**config.mk**
```make
export PLATFORM = sky130hd
export DESIGN_NAME = memory_dp_clr_flat
export DESIGN_NICKNAME = d
export VERILOG_FILES = /design/src/rtl/memory_dp_clr_if.sv /design/src/rtl/memory_dp_clr.sv /design/src/flat_wrapper.sv
export SDC_FILE = /design/constraint.sdc
export NUM_CORES = 2
export LEC_CHECK = 0
export BUFFER_PORTS_ARGS = -buffer_cell sky130_fd_sc_hd__buf_2
export CAP_MARGIN = 0
export CORE_MARGIN = 5
export CORE_UTILIZATION = 40
export DETAILED_ROUTE_END_ITERATION = 7
export MAX_ROUTING_LAYER = met4
export PLACE_DENSITY = 0.56
export SLEW_MARGIN = 5
export SYNTH_ARGS = -nofsm -noshare
export SYNTH_HDL_FRONTEND = slang
export SYNTH_SLANG_ARGS = --single-unit
export TNS_END_PERCENT = 1
```
**constraint.sdc**
```tcl
create_clock -name clk -period 10.4 [get_ports clk]
set_clock_uncertainty 0.1 [all_clocks]
set_input_delay 1.04 -clock clk [delete_from_list [all_inputs] [get_ports clk]]
set_output_delay 1.04 -clock clk [all_outputs]
set_load 0.02 [all_outputs]
```
**src/rtl/memory_dp_clr_if.sv**
```systemverilog
// Port bundle for memory_dp_clr: the clear handshake, port A read/write and port B read.
interface memory_dp_clr_if #(
    parameter int unsigned DATA_W = 8,
    parameter int unsigned ADDR_W = 8
);
    logic              clr;
    logic              busy;
    logic              we;
    logic [ADDR_W-1:0] addr_a;
    logic [DATA_W-1:0] d_i;
    logic [DATA_W-1:0] d_o_a;
    logic [ADDR_W-1:0] addr_b;
    logic [DATA_W-1:0] d_o_b;

    modport master (
        output clr, we, addr_a, d_i, addr_b,
        input  busy, d_o_a, d_o_b
    );

    modport slave (
        input  clr, we, addr_a, d_i, addr_b,
        output busy, d_o_a, d_o_b
    );
endinterface

```
**src/rtl/memory_dp_clr.sv**
```systemverilog
// Single-clock RAM: port A read/write with selectable read-during-write behaviour,
// port B read-only, and a clear engine that fills every word with CLR_VAL.
module memory_dp_clr #(
    parameter int unsigned        DATA_W    = 8,
    parameter int unsigned        ADDR_W    = 8,
    parameter int unsigned        READ_MODE = 0,
    parameter logic [DATA_W-1:0]  CLR_VAL   = '0
) (
    input  logic               clk,
    input  logic               rst,
    memory_dp_clr_if.slave     bus
);
    localparam int unsigned DEPTH = 1 << ADDR_W;

    if (READ_MODE > 2) begin : g_bad_mode
        $error("memory_dp_clr: READ_MODE must be 0, 1 or 2");
    end

    typedef enum logic {
        IDLE  = 1'b0,
        CLEAR = 1'b1
    } state_e;

    state_e            state_q, state_d;
    logic [ADDR_W-1:0] cnt_q, cnt_d;
    logic              busy_q, busy_d;
    logic [DATA_W-1:0] doa_q, doa_d;
    logic [DATA_W-1:0] dob_q, dob_d;

    logic [DATA_W-1:0] mem_q [DEPTH];

    logic              mem_we_c;
    logic [ADDR_W-1:0] mem_waddr_c;
    logic [DATA_W-1:0] mem_wdata_c;
    logic [DATA_W-1:0] rd_a_c;
    logic [DATA_W-1:0] rd_b_c;

    assign rd_a_c = mem_q[bus.addr_a];
    assign rd_b_c = mem_q[bus.addr_b];

    // State and output registers; reset restarts the clear sweep from word 0.
    always_ff @(posedge clk) begin
        if (rst) begin
            state_q <= CLEAR;
            cnt_q   <= '0;
            busy_q  <= 1'b1;
            doa_q   <= '0;
            dob_q   <= '0;
        end else begin
            state_q <= state_d;
            cnt_q   <= cnt_d;
            busy_q  <= busy_d;
            doa_q   <= doa_d;
            dob_q   <= dob_d;
        end
    end

    // Storage array; the reset edge itself never writes a word.
    always_ff @(posedge clk) begin
        if (!rst && mem_we_c) begin
            mem_q[mem_waddr_c] <= mem_wdata_c;
        end
    end

    always_comb begin
        state_d     = state_q;
        cnt_d       = cnt_q;
        busy_d      = busy_q;
        doa_d       = doa_q;
        dob_d       = dob_q;
        mem_we_c    = 1'b0;
        mem_waddr_c = bus.addr_a;
        mem_wdata_c = bus.d_i;

        case (state_q)
            CLEAR: begin
                mem_we_c    = 1'b1;
                mem_waddr_c = cnt_q;
                mem_wdata_c = CLR_VAL;
                cnt_d       = cnt_q + ADDR_W'(1);
                if (cnt_q == ADDR_W'(DEPTH - 1)) begin
                    state_d = IDLE;
                    busy_d  = 1'b0;
                end
            end
            default: begin
                if (bus.clr) begin
                    // A write presented together with clr is dropped.
                    state_d = CLEAR;
                    cnt_d   = '0;
                    busy_d  = 1'b1;
                end else begin
                    mem_we_c = bus.we;
                    if (bus.we) begin
                        if (READ_MODE == 0) begin
                            doa_d = bus.d_i;
                        end else if (READ_MODE == 1) begin
                            doa_d = rd_a_c;
                        end
                    end else begin
                        doa_d = rd_a_c;
                    end
                    // Port B sees fresh data on a collision only in write-first mode.
                    if (bus.we && (bus.addr_a == bus.addr_b) && (READ_MODE == 0)) begin
                        dob_d = bus.d_i;
                    end else begin
                        dob_d = rd_b_c;
                    end
                end
            end
        endcase
    end

    assign bus.busy  = busy_q;
    assign bus.d_o_a = doa_q;
    assign bus.d_o_b = dob_q;
endmodule
```
**src/flat_wrapper.sv**
```systemverilog
// flat-port wrapper written by rule: the top's interface ports become plain ports
module memory_dp_clr_flat 
#(
    parameter int unsigned        DATA_W    = 8,
    parameter int unsigned        ADDR_W    = 8,
    parameter int unsigned        READ_MODE = 0,
    parameter logic [DATA_W-1:0]  CLR_VAL   = '0
)
  (clk, rst, bus_clr, bus_we, bus_addr_a, bus_d_i, bus_addr_b, bus_busy, bus_d_o_a, bus_d_o_b);
  memory_dp_clr_if #(.DATA_W(DATA_W), .ADDR_W(ADDR_W)) bus_i ();
  input  logic clk;
  input  logic rst;
  input wire logic [$bits(bus_i.clr)-1:0] bus_clr;
  input wire logic [$bits(bus_i.we)-1:0] bus_we;
  input wire logic [$bits(bus_i.addr_a)-1:0] bus_addr_a;
  input wire logic [$bits(bus_i.d_i)-1:0] bus_d_i;
  input wire logic [$bits(bus_i.addr_b)-1:0] bus_addr_b;
  output wire logic [$bits(bus_i.busy)-1:0] bus_busy;
  output wire logic [$bits(bus_i.d_o_a)-1:0] bus_d_o_a;
  output wire logic [$bits(bus_i.d_o_b)-1:0] bus_d_o_b;
  assign bus_i.clr = bus_clr;
  assign bus_i.we = bus_we;
  assign bus_i.addr_a = bus_addr_a;
  assign bus_i.d_i = bus_d_i;
  assign bus_i.addr_b = bus_addr_b;
  assign bus_busy = bus_i.busy;
  assign bus_d_o_a = bus_i.d_o_a;
  assign bus_d_o_b = bus_i.d_o_b;
  memory_dp_clr #(.DATA_W(DATA_W), .ADDR_W(ADDR_W), .READ_MODE(READ_MODE), .CLR_VAL(CLR_VAL)) u_core (.clk(clk), .rst(rst), .bus(bus_i));
endmodule
```
==> results.yml <==
yosys:
  synth_area_leaders: "edfxtp_1 62%, mux4_2 22%, mux2i_1 2.8%"
  yosysTopAreaCell: "edfxtp_1"
  syn-instance-count: 5365
  synth_top_area_frac: 0.6246
  syn_nets: 5394
  yosysUniqueCellTypes: 83
  ys_top_cells_by_count: "2048 x edfxtp_1, 951 x mux4_2, 358 x nor2_1, 280 x mux2i_1, 203 x nand2_1"
  synth_seq_cells: 2074
  avgSynthCellArea_um2: 18.35
  synth-edff-count: 2048
  synthArstFlopShare: 0
  seq_area_frac_synth: 0.6299
  yosysWarnings: 0
  syn_area_um2: 98460
  synth_ff_type: "edfxtp_1"
  post-synth-top-count-cell: "edfxtp_1"
sta:
  slew_headroom: -0.07765
  worst_pin_slew_ns: 1.591
  period_share: 0.5488
  clock.fmax_ghz: 0.1752
  final-setup-viol-count: 0
  rsz0062_at_grt: "no"
  fin_crit_ns: 5.707
  finalMaxSlewViolations: 2
  fin_setup_tns_ns: 0
  hold_viol_final: 0
floorplan:
  start_util: 0.4011
  num_rows: 182
  die_w_um: 506.1
  die_y_um: 506.1
  coreArea_um2: 245500
  io_pins: 45
  dieArea_um2: 256200
critical_path:
  cpMaxStageDelayCell: "nor2_1"
  critPathBufInv: 4
  crit_fanout: 19
  worstPathRequired_ns: 10.80
  cpMostUsedCell: "buf_4"
  cp_cell_sequence: "buf_2, buf_4, inv_1, buf_4, nand2_1, o21ai_0, nand3_1, nor2_1"
  path_delay_family: "simple AND/OR/NAND/NOR gates"
  path_class: "in -> reg"
  critical_path_arrival_ns: 6.11
  slowest_delay_ns: 1.30
  end_kind: "register"
  start_kind: "primary input"
clock_network:
  clock_tree.root_cell: "clkbuf_16"
  htree_num_levels: 4
  numClockSinks: 2074
  path_clk_slew_ns: 0.06
  cts_resized: 0
  numCtsBuffers: 220
  cts_hold_buf: 0
  clkLatencyLatePin_ns: 0.89
  cts_setup_buffers: 0
  cts_tree: "built"
  cts_buffer_depth: 3
routing:
  drt_iter0_markers: 9892
  drt-total-wl_mm: 378.2
  detail-route-antenna-nets: 0
  drc: 1
  wire_per_inst_um: 42.71
  dr.pass1.iters: 8
  via_per_inst: 6.918
  vias: 61260
global_route:
  top_usage_layer: "met2"
  first_global_vias: 59410
  grt_use_total: 0.2988
  grt_use_met1: 0.3793
  grt_pass1_wl_mm: 513.5
  gr-total-overflow: 0
  global_route.usage.met3: 0.07782
  grt_max_degree: 201
  antenna_found_initial: 27
  use_met2: 0.4374
layout:
  drive_above_1_share: 0.2965
  post-route-cell-area_um2: 109700
  finalNetCount: 5443
  synthToLayoutAreaGrowth_pct: 11.46
  fillers: 21030
place:
  numPortBuffers: 44
  routabilityCongestion: 1.023
  placed_area_um2: 102100
  hpwl_mm: 251.5
power:
  ir_worst_vdd_mv: 0.1540
  power.leakage_nw: 34.64
  power.density_nw_per_um2: 171.3
worst_hold_path:
  hold_path_class: "in -> reg"
run:
  max-cap-violations: 1
run_status:
  violations: "design-rule violations, max-capacitance violations, max-slew violations"
  outcome: "finished with violations"
==> per-layer routing <==
layer | share of wire | wire, um
met5 | 0 | 0
met4 | 0.071 | 26850
met3 | 0.11 | 43090
met2 | 0.45 | 170600
met1 | 0.36 | 137700
==> through the flow <==
stage | cells | utilization | hold WS (ns) | power [W] | setup WS (ns)
finish | 8854 | 0.4470 | 0.5343 | 0.01880 | 4.693
global route | 8842 | 0.4469 | 0.5094 | 0.01921 | 4.926
CTS | 8821 | 0.4466 | 0.4569 | 0.01882 | 5.119
detailed placement | 8411 | 0.4161 | 0.5410 | 0.01069 | 4.183
global placement | 8410 | 0.4160 | 0.5616 | 0.01069 | 3.463
floorplan | 5365 | - | 0.4689 | 0.01011 | 1.669
==> worst register-to-register path, stage by stage, from the launching register on <==
cell	delay [ns]
dfxtp_2	0.31
buf_4	0.61
inv_1	0.43
o31ai_1	1.01
nand3_2	0.78
buf_4	0.52
nor2_1	0.87
==> flip-flops by register name, summed over array words and instances, names as in the netlist <==
signal,count
u_core.bus.d_o_b,8
u_core.cnt_q,8
u_core.state_q,1
u_core.bus.busy,1
u_core.bus.d_o_a,8
u_core.mem_q,2048
==> path summary, 6_finish.rpt <==
kind                          endpoint  slack (ns)  cells past startpoint       startpoint
setup / recovery  u_core.mem_q[158][6]        4.69                      8    bus_addr_a[5]
hold / removal     u_core.bus.d_o_a[6]        0.53                      3       bus_d_i[6]
hold reg to reg        u_core.cnt_q[5]        0.56                      2  u_core.cnt_q[5]
setup reg to reg   u_core.mem_q[48][5]        5.39                      6   u_core.state_q
==> layout make-up <==
cell class              count  area (um2)  share of cell area
flip-flops and latches   2074       62020              0.5652
multi-input cells        2844       34050              0.3103
clock buffers             269        5762             0.05250
well taps                3220        4029             0.03671
repair buffers            260        2009             0.01831
clock inverters           141        1734             0.01580
diodes                     32       80.08           0.0007297
inverters                  14       58.81           0.0005359
==> cells in the final DEF, fill, tap and decap left out, types with 14 or more instances in the layout <==
| master | instances |
|---|---|
| nor2_1 | 347 |
| edfxtp_1 | 2048 |
| o211ai_1 | 18 |
| clkbuf_16 | 222 |
| dfxtp_1 | 25 |
| bufinv_16 | 33 |
| buf_2 | 35 |
| o221ai_1 | 36 |
| mux2_2 | 45 |
| and2_1 | 21 |
| xnor2_1 | 14 |
| a2111oi_0 | 16 |
| o22ai_1 | 81 |
| nand3_1 | 57 |
| a22o_1 | 18 |
| a221oi_1 | 31 |
| a21oi_1 | 109 |
| mux4_2 | 951 |
| mux2i_1 | 280 |
| a31oi_1 | 21 |
| nand2b_1 | 31 |
| nand3_2 | 16 |
| buf_4 | 211 |
| o21ai_0 | 55 |
| clkinv_2 | 38 |
| clkinv_1 | 44 |
| diode_2 | 32 |
| nor2b_1 | 29 |
| o21ai_1 | 14 |
| nor4_1 | 27 |
| nand4_1 | 17 |
| nor3_1 | 45 |
| a22oi_1 | 126 |
| a211oi_1 | 37 |
| nand2_1 | 202 |
| clkbuf_1 | 44 |
==> where the power goes <==
group	switching [W]	internal [W]
registers	0.00000625	0.00905
clock network	0.00347	0.00477
logic	0.000978	0.000529
==> cell families (layout without fill, tap and decap cells) <==
family          Yosys count  after routing  share of synthesized area
flops                  2074           2074                     0.6299
mux                    1285           1285                     0.2536
simple gates            880            880                    0.04055
compound gates          662            662                    0.04736
buf+inv                 447            684                    0.02707
xor+xnor                 16             16                   0.001423
fa+ha+maj                 1              1                  0.0001271
other cells               0             32                          0
No activity file was read; power rests on OpenSTA's default activity.
